[config.mk]
export PLATFORM = sky130hd
export DESIGN_NAME = display_owner_arbiter
export DESIGN_NICKNAME = d
export VERILOG_FILES = /design/src/rtl/display_arb_pkg.sv /design/src/rtl/display_owner_arbiter_scan.sv /design/src/rtl/display_owner_arbiter.sv
export SDC_FILE = /design/constraint.sdc
export NUM_CORES = 1
export LEC_CHECK = 0
export ABC_AREA = 1
export BUFFER_PORTS_ARGS = -buffer_cell sky130_fd_sc_hd__buf_4
export CAP_MARGIN = 15
export CORE_MARGIN = 4
export CORE_UTILIZATION = 55
export DETAILED_ROUTE_END_ITERATION = 10
export PLACE_DENSITY = 0.83
export SLEW_MARGIN = 40
export SYNTH_ARGS = -nofsm -noshare
export SYNTH_HDL_FRONTEND = slang
export SYNTH_SLANG_ARGS = --single-unit
[constraint.sdc]
create_clock -name clk -period 2.7 [get_ports clk]
set_input_delay 0.405 -clock clk [delete_from_list [all_inputs] [get_ports clk]]
set_output_delay 0.405 -clock clk [all_outputs]
set_load 0.01 [all_outputs]
[src/rtl/display_arb_pkg.sv]
// Shared owner encodings, display constants and the BCD-to-segment decoder
// used by the display owner arbiter and its scan engine.
package display_arb_pkg;

  localparam logic [1:0] OWN_BASE  = 2'd0;
  localparam logic [1:0] OWN_EVENT = 2'd1;
  localparam logic [1:0] OWN_PRIO  = 2'd2;

  typedef enum logic [1:0] {
    SHOW_BASE  = 2'd0,
    SHOW_EVENT = 2'd1,
    SHOW_PRIO  = 2'd2
  } owner_state_e;

  localparam logic [3:0] BLANK_NIBBLE = 4'hF;
  localparam logic [6:0] SEG_OFF      = 7'h7F;
  localparam logic [7:0] AN_OFF       = 8'hFF;

  // Active-low gfedcba patterns; anything outside 0-9 renders as a dark digit.
  function automatic logic [6:0] seg7Decode(input logic [3:0] nibble);
    logic [6:0] segs;
    case (nibble)
      4'd0:    segs = 7'h40;
      4'd1:    segs = 7'h79;
      4'd2:    segs = 7'h24;
      4'd3:    segs = 7'h30;
      4'd4:    segs = 7'h19;
      4'd5:    segs = 7'h12;
      4'd6:    segs = 7'h02;
      4'd7:    segs = 7'h78;
      4'd8:    segs = 7'h00;
      4'd9:    segs = 7'h10;
      default: segs = SEG_OFF;
    endcase
    return segs;
  endfunction

endpackage

[src/rtl/display_owner_arbiter_scan.sv]
// Digit scan engine: dwell counter, digit index, blank guard slot after an
// owner switch, and the registered seg/an outputs.
module seg7_scan
  import display_arb_pkg::*;
#(
  parameter int DWELL_CYCLES = 65536
) (
  input  logic        clk_i,
  input  logic        resetN_i,
  input  logic [31:0] digits_i,
  input  logic [7:0]  blankMask_i,
  input  logic        restart_i,
  output logic [6:0]  seg_o,
  output logic [7:0]  an_o
);

  localparam int DW = (DWELL_CYCLES > 1) ? $clog2(DWELL_CYCLES) : 1;
  localparam logic [DW-1:0] DWELL_LAST  = DW'(DWELL_CYCLES - 1);
  localparam logic          GUARD_MULTI = (DWELL_CYCLES > 1);
  // The restart cycle is itself the first guard cycle, so the count resumes at 1.
  localparam logic [DW-1:0] GUARD_START = GUARD_MULTI ? DW'(1) : '0;

  logic [DW-1:0] dwell_q, dwell_d;
  logic [2:0]    digitIdx_q, digitIdx_d;
  logic          guard_q, guard_d;
  logic [6:0]    seg_q, seg_d;
  logic [7:0]    an_q, an_d;

  logic          dwellLast;
  logic [3:0]    curNibble;
  logic [3:0]    shownNibble;

  assign dwellLast   = (dwell_q == DWELL_LAST);
  assign curNibble   = digits_i[{digitIdx_q, 2'b00} +: 4];
  assign shownNibble = blankMask_i[digitIdx_q] ? BLANK_NIBBLE : curNibble;

  always_comb begin
    dwell_d    = dwell_q;
    digitIdx_d = digitIdx_q;
    guard_d    = guard_q;
    seg_d      = SEG_OFF;
    an_d       = AN_OFF;
    if (restart_i) begin
      digitIdx_d = 3'd0;
      guard_d    = GUARD_MULTI;
      dwell_d    = GUARD_START;
    end else if (guard_q) begin
      if (dwellLast) begin
        guard_d = 1'b0;
        dwell_d = '0;
      end else begin
        dwell_d = dwell_q + 1'b1;
      end
    end else begin
      an_d  = ~(8'b0000_0001 << digitIdx_q);
      seg_d = seg7Decode(shownNibble);
      if (dwellLast) begin
        dwell_d    = '0;
        digitIdx_d = digitIdx_q + 3'd1;
      end else begin
        dwell_d = dwell_q + 1'b1;
      end
    end
  end

  always_ff @(posedge clk_i) begin
    if (!resetN_i) begin
      dwell_q    <= '0;
      digitIdx_q <= 3'd0;
      guard_q    <= 1'b0;
      seg_q      <= SEG_OFF;
      an_q       <= AN_OFF;
    end else begin
      dwell_q    <= dwell_d;
      digitIdx_q <= digitIdx_d;
      guard_q    <= guard_d;
      seg_q      <= seg_d;
      an_q       <= an_d;
    end
  end

  assign seg_o = seg_q;
  assign an_o  = an_q;

endmodule

[src/rtl/display_owner_arbiter.sv]
// Chooses which client owns the shared 8-digit display (base, timed event
// overlay, or preempting priority view) and drives the scan engine.
module display_owner_arbiter
  import display_arb_pkg::*;
#(
  parameter int DWELL_CYCLES      = 65536,
  parameter int HOLD_CYCLES       = 200_000_000,
  parameter int BLINK_HALF_CYCLES = 25_000_000
) (
  input  logic        clk,
  input  logic        reset_n,
  input  logic [31:0] base_data,
  input  logic [31:0] ev_data,
  input  logic        ev_pulse,
  input  logic        prio_req,
  input  logic [31:0] prio_data,
  input  logic [7:0]  prio_blink,
  output logic [6:0]  seg,
  output logic [7:0]  an,
  output logic [1:0]  owner,
  output logic        ev_active
);

  localparam int HOLD_W = $clog2(HOLD_CYCLES + 1);
  localparam logic [HOLD_W-1:0] HOLD_LOAD = HOLD_W'(HOLD_CYCLES);
  localparam int BLINK_W = (BLINK_HALF_CYCLES > 1) ? $clog2(BLINK_HALF_CYCLES) : 1;
  localparam logic [BLINK_W-1:0] BLINK_LAST = BLINK_W'(BLINK_HALF_CYCLES - 1);

  logic [HOLD_W-1:0]  holdCnt_q, holdCnt_d;
  logic [BLINK_W-1:0] blinkCnt_q, blinkCnt_d;
  logic               blinkPhase_q, blinkPhase_d;
  owner_state_e       state_q, state_d;

  logic               evActive;
  logic               restart;
  logic [31:0]        selDigits;
  logic [7:0]         blankMask;

  // A pulse always reloads, even on the cycle the count would have hit zero.
  always_comb begin
    holdCnt_d = holdCnt_q;
    if (ev_pulse) begin
      holdCnt_d = HOLD_LOAD;
    end else if (holdCnt_q != '0) begin
      holdCnt_d = holdCnt_q - 1'b1;
    end
  end

  always_ff @(posedge clk) begin
    if (!reset_n) begin
      holdCnt_q <= '0;
    end else begin
      holdCnt_q <= holdCnt_d;
    end
  end

  assign evActive = (holdCnt_q != '0);

  always_comb begin
    blinkCnt_d   = blinkCnt_q + 1'b1;
    blinkPhase_d = blinkPhase_q;
    if (blinkCnt_q == BLINK_LAST) begin
      blinkCnt_d   = '0;
      blinkPhase_d = ~blinkPhase_q;
    end
  end

  always_ff @(posedge clk) begin
    if (!reset_n) begin
      blinkCnt_q   <= '0;
      blinkPhase_q <= 1'b0;
    end else begin
      blinkCnt_q   <= blinkCnt_d;
      blinkPhase_q <= blinkPhase_d;
    end
  end

  always_ff @(posedge clk) begin
    if (!reset_n) begin
      state_q <= SHOW_BASE;
    end else begin
      state_q <= state_d;
    end
  end

  // Priority preempts; an overlay that lapsed while preempted is not resumed.
  always_comb begin
    state_d = SHOW_BASE;
    if (prio_req) begin
      state_d = SHOW_PRIO;
    end else if (evActive) begin
      state_d = SHOW_EVENT;
    end
  end

  always_comb begin
    owner     = OWN_BASE;
    selDigits = base_data;
    blankMask = 8'h00;
    case (state_q)
      SHOW_EVENT: begin
        owner     = OWN_EVENT;
        selDigits = ev_data;
      end
      SHOW_PRIO: begin
        owner     = OWN_PRIO;
        selDigits = prio_data;
        blankMask = blinkPhase_q ? prio_blink : 8'h00;
      end
      default: begin
        owner     = OWN_BASE;
        selDigits = base_data;
      end
    endcase
  end

  assign restart = (state_d != state_q);

  seg7_scan #(
    .DWELL_CYCLES(DWELL_CYCLES)
  ) u_scan (
    .clk_i      (clk),
    .resetN_i   (reset_n),
    .digits_i   (selDigits),
    .blankMask_i(blankMask),
    .restart_i  (restart),
    .seg_o      (seg),
    .an_o       (an)
  );

  assign ev_active = evActive;

endmodule

==> Implementation_results.wiki <==
{| class="wikitable"
! Metric !! Value
|-
| Share of the synthesized area in the top cell type || 0.3251
|-
| Number of global-route vias before repair || about 5.6k
|-
| DR vias || approximately 6k
|-
| Kind of end point of the critical path || register
|-
| CTS root buf || sky130_fd_sc_hd__clkbuf_8
|-
| Routability-driven placement congestion ratio || roughly 0.92
|-
| First-pass iteration count of the detailed router || 5
|-
| Number of endpoints failing setup at the final stage || 0
|-
| Crit. Startpoint || state_q[0]
|-
| Resized cells post-CTS || 0
|-
| Count of maximum capacitance violations || 0
|-
| # H-tree levels || 3
|-
| Setup slack after placement || around 0.14 ns
|-
| Antenna violations before repair || 0
|-
| Fraction of the mapped netlist area in simple logic gates || 0.4433
|-
| Accumulated negative setup slack || 0 ns
|-
| Total global routing track utilization || 0.2596
|-
| Flip-flop cell with the highest count after synthesis || sky130_fd_sc_hd__dfxtp_1
|-
| Register cell area after layout || approximately 0.0018 mm2
|-
| FF-to-FF Start || state_q[0]
|-
| Clk_lat worst skew || ~0.37 ns
|-
| Relative slew slack || 0.6493
|-
| Data arrival time of the worst path || 2.75 ns
|-
| Synth async-reset ratio || 0
|-
| Cell area power density || 439.2 mW/mm2
|-
| Fmax || ~0.41 GHz
|-
| Layout area overhead || 23.31%
|-
| Cell row count || 36
|-
| Area fraction in compound gates after synthesis || 0.06632
|-
| Post-route DRC || 0
|-
| Post-CTS Hold Fix Bufs || 0
|-
| Area occupied by multi-input gates || 0.003304 mm2
|-
| Post-Syn Instances || 874
|-
| Synthesized area divided by synthesized cell count || 6.411 um2
|-
| Detailed-route wire length per cell || 13.47 um
|-
| Post-route cell area || 0.006909 mm2
|-
| Die boundary width || 108.9 um
|-
| Wire length of the first global-routing pass || 24.89 mm
|-
| Number of nets with antenna violations after detailed routing || 0
|-
| Area share of xor/xnor cells in the synthesized design || 0.04221
|-
| Top library cells by usage in the layout, fill and taps aside || 226 x sky130_fd_sc_hd__nand2_1, 140 x sky130_fd_sc_hd__buf_4, 132 x sky130_fd_sc_hd__nor2_1
|-
| Adder and majority cell fraction of the synthesized area || 0.03796
|-
| Fraction of the cycle the final worst path needs || 0.9022
|-
| Clock tree from TritonCTS || yes
|-
| Critical Path Start Type || register
|-
| Initial cell density of the core || 0.5680
|-
| Total leakage power || roughly 0.0030 uW
|-
| Share of layout cells above drive strength 1 || 0.1980
|-
| Hold Path Class || primary input to register
|-
| Type of the worst setup path || register to register
|-
| Minimum setup slack among reg-to-reg paths || 0.26 ns
|-
| Proportion of synthesized area in mux cells || 0
|-
| Slew of the pin with the lowest slew margin || 0.5220 ns
|-
| Total Die Area || about 0.012 mm2
|-
| DP HPWL || between 10 and 15 mm
|-
| Endpoints failing hold || 0
|-
| Wire length reported by the detailed router || approximately 15 mm
|-
| Clock transition at the registers of the reported paths || 0.09 ns
|-
| Net count, final || 1125
|-
| Highest fanout seen on the critical path || 29
|-
| Core area || 0.009864 mm2
|-
| Net Count, Synth || 999
|-
| Depth of the worst register-to-register path || 13
|-
| Count of flip-flops with a built-in enable after synthesis || 0
|-
| Remaining Overflow, GRT || 0
|-
| Leading area contributor after synthesis || sky130_fd_sc_hd__dfxtp_1
|-
| Post-synthesis register bit count || 91
|-
| Vias per Instance || 5.277
|-
| Sink count of the clock tree || 91
|-
| Cts bufs inserted || 9
|-
| Pin count of the biggest net entering global routing || 34
|-
| Warning count from the yosys run || 0
|-
| Netlist cell types || 40
|-
| Cell area after synthesis || 0.005603 mm2
|-
| N_diodes || 0
|-
| Most frequent standard cell in the layout excluding fill and tap cells || sky130_fd_sc_hd__nand2_1
|-
| Worst flop-to-flop path endpoint || u_scan.seg_o[1]
|-
| Worst setup path endpoint || u_scan.seg_o[1]
|-
| Portion of the post-synthesis area used by sequential elements || 0.3251
|-
| Setup Fix Bufs, Post-CTS || 0
|-
| Leading post-synthesis cells by cell area || sky130_fd_sc_hd__dfxtp_1 33%, sky130_fd_sc_hd__nand2_1 15%, sky130_fd_sc_hd__nand3_1 9.6%
|-
| CTS max path bufs || 2
|-
| DR iter-0 viols || 445
|-
| Minimum clock period || 2.436 ns
|-
| Total cell area at the placement stage || between 0.006 and 0.007 mm2
|-
| Setup slack after layout || between 0.2 and 0.3 ns
|-
| Unrepaired setup endpoints after global routing || no
|-
| Dominant combinational cell family by area after synthesis || simple AND/OR/NAND/NOR gates
|-
| Crit path required time || 3.02 ns
|-
| IO Port Bufs || 125
|-
| Vertical die dimension || 108.9 um
|-
| Final Hold Slack || 0.2523 ns
|-
| Fillers || around 860
|-
| Clock Skew || 0.01140 ns
|-
| Peak VDD IR || between 0.0003 and 0.0004 V
|-
| I/O pin count || 126
|-
| Status || complete, no violations
|-
| Slew Limit Fails || 0
|}
[stage by stage]
stage,std cells,util,total power [uW]
global route,1138,0.7004,3201
finish,1138,0.7004,3034
detailed placement,1122,0.6806,2125
CTS,1138,0.7002,3043
global placement,1122,0.6806,2114
floorplan,874,-,1881
[area by class of cell]
cell class	count	share of cell area
Clock buffer	10	0.01847
Clock inverter	6	0.009417
Inverter	88	0.04817
Multi-Input combinational cell	668	0.4783
Sequential cell	91	0.2637
Tap cell	133	0.02409
Timing Repair Buffer	142	0.1579
[cells by family after synthesis]
family / after synthesis
compound gates: 67
flops: 91
simple gates: 557
buf+inv: 115
fa+ha+maj: 17
xor+xnor: 27
[worst min path at each step]
stage                              from  cells past startpoint       endpoint
final                          prio_req                      2     state_q[0]
after global routing           prio_req                      2     state_q[0]
after CTS                      prio_req                      2     state_q[0]
after detailed placement  blinkCnt_q[0]                      1  blinkCnt_q[0]
after global placement    blinkCnt_q[0]                      1  blinkCnt_q[0]
after floorplan           blinkCnt_q[0]                      1  blinkCnt_q[0]
[critical path: stages (launching register included)]
cell                      delay (ns)
sky130_fd_sc_hd__dfxtp_1        0.38
sky130_fd_sc_hd__inv_1          0.11
sky130_fd_sc_hd__ha_1           0.35
sky130_fd_sc_hd__inv_4          0.25
sky130_fd_sc_hd__nor2_1         0.08
sky130_fd_sc_hd__nor2_1         0.10
sky130_fd_sc_hd__nand2_1        0.05
sky130_fd_sc_hd__nand3_1        0.07
sky130_fd_sc_hd__nand3_1        0.07
sky130_fd_sc_hd__nand3_1        0.15
sky130_fd_sc_hd__inv_1          0.10
sky130_fd_sc_hd__ha_1           0.31
sky130_fd_sc_hd__or2_2          0.29
sky130_fd_sc_hd__nand2_1        0.06
[flip-flops by register name, indices dropped and copies added, names as in the netlist]
signal and flops:
u_scan.an_o 8, u_scan.dwell_q 16, state_q 2, blinkPhase_q 1, blinkCnt_q 25, u_scan.guard_q 1, u_scan.digitIdx_q 3, holdCnt_q 28
u_scan.seg_o 7
[per-layer routing]
layer	share of wire	vias up	track usage
met5	0	-	0
li1	-	3063	-
met2	0.46	233	0.4303
met4	0.034	0	0.1199
met3	0.093	42	0.05861
met1	0.42	2667	0.3197
[power by group]
part	internal, uW	switching (uW)
Clock	430	500
Sequential	1390	39.1
Combinational	292	387
Total	2110	925
[Yosys cell counts (3+ instances only)]
cell type and instances:
sky130_fd_sc_hd__a21oi_1 41, sky130_fd_sc_hd__a31o_2 5, sky130_fd_sc_hd__buf_2 17, sky130_fd_sc_hd__clkbuf_1 5, sky130_fd_sc_hd__dfxtp_1 91, sky130_fd_sc_hd__ha_1 17, sky130_fd_sc_hd__inv_1 82, sky130_fd_sc_hd__inv_2 4
sky130_fd_sc_hd__nand2_1 226, sky130_fd_sc_hd__nand2_2 3, sky130_fd_sc_hd__nand3_1 108, sky130_fd_sc_hd__nand4_1 18, sky130_fd_sc_hd__nor2_1 132, sky130_fd_sc_hd__nor2_2 12, sky130_fd_sc_hd__nor2_4 4, sky130_fd_sc_hd__nor3_1 24
sky130_fd_sc_hd__nor3_2 3, sky130_fd_sc_hd__nor3b_1 7, sky130_fd_sc_hd__nor4_1 5, sky130_fd_sc_hd__o21ai_0 13, sky130_fd_sc_hd__or2_2 7, sky130_fd_sc_hd__xnor2_1 8, sky130_fd_sc_hd__xor2_1 19
(Power assumes the default switching activity.)
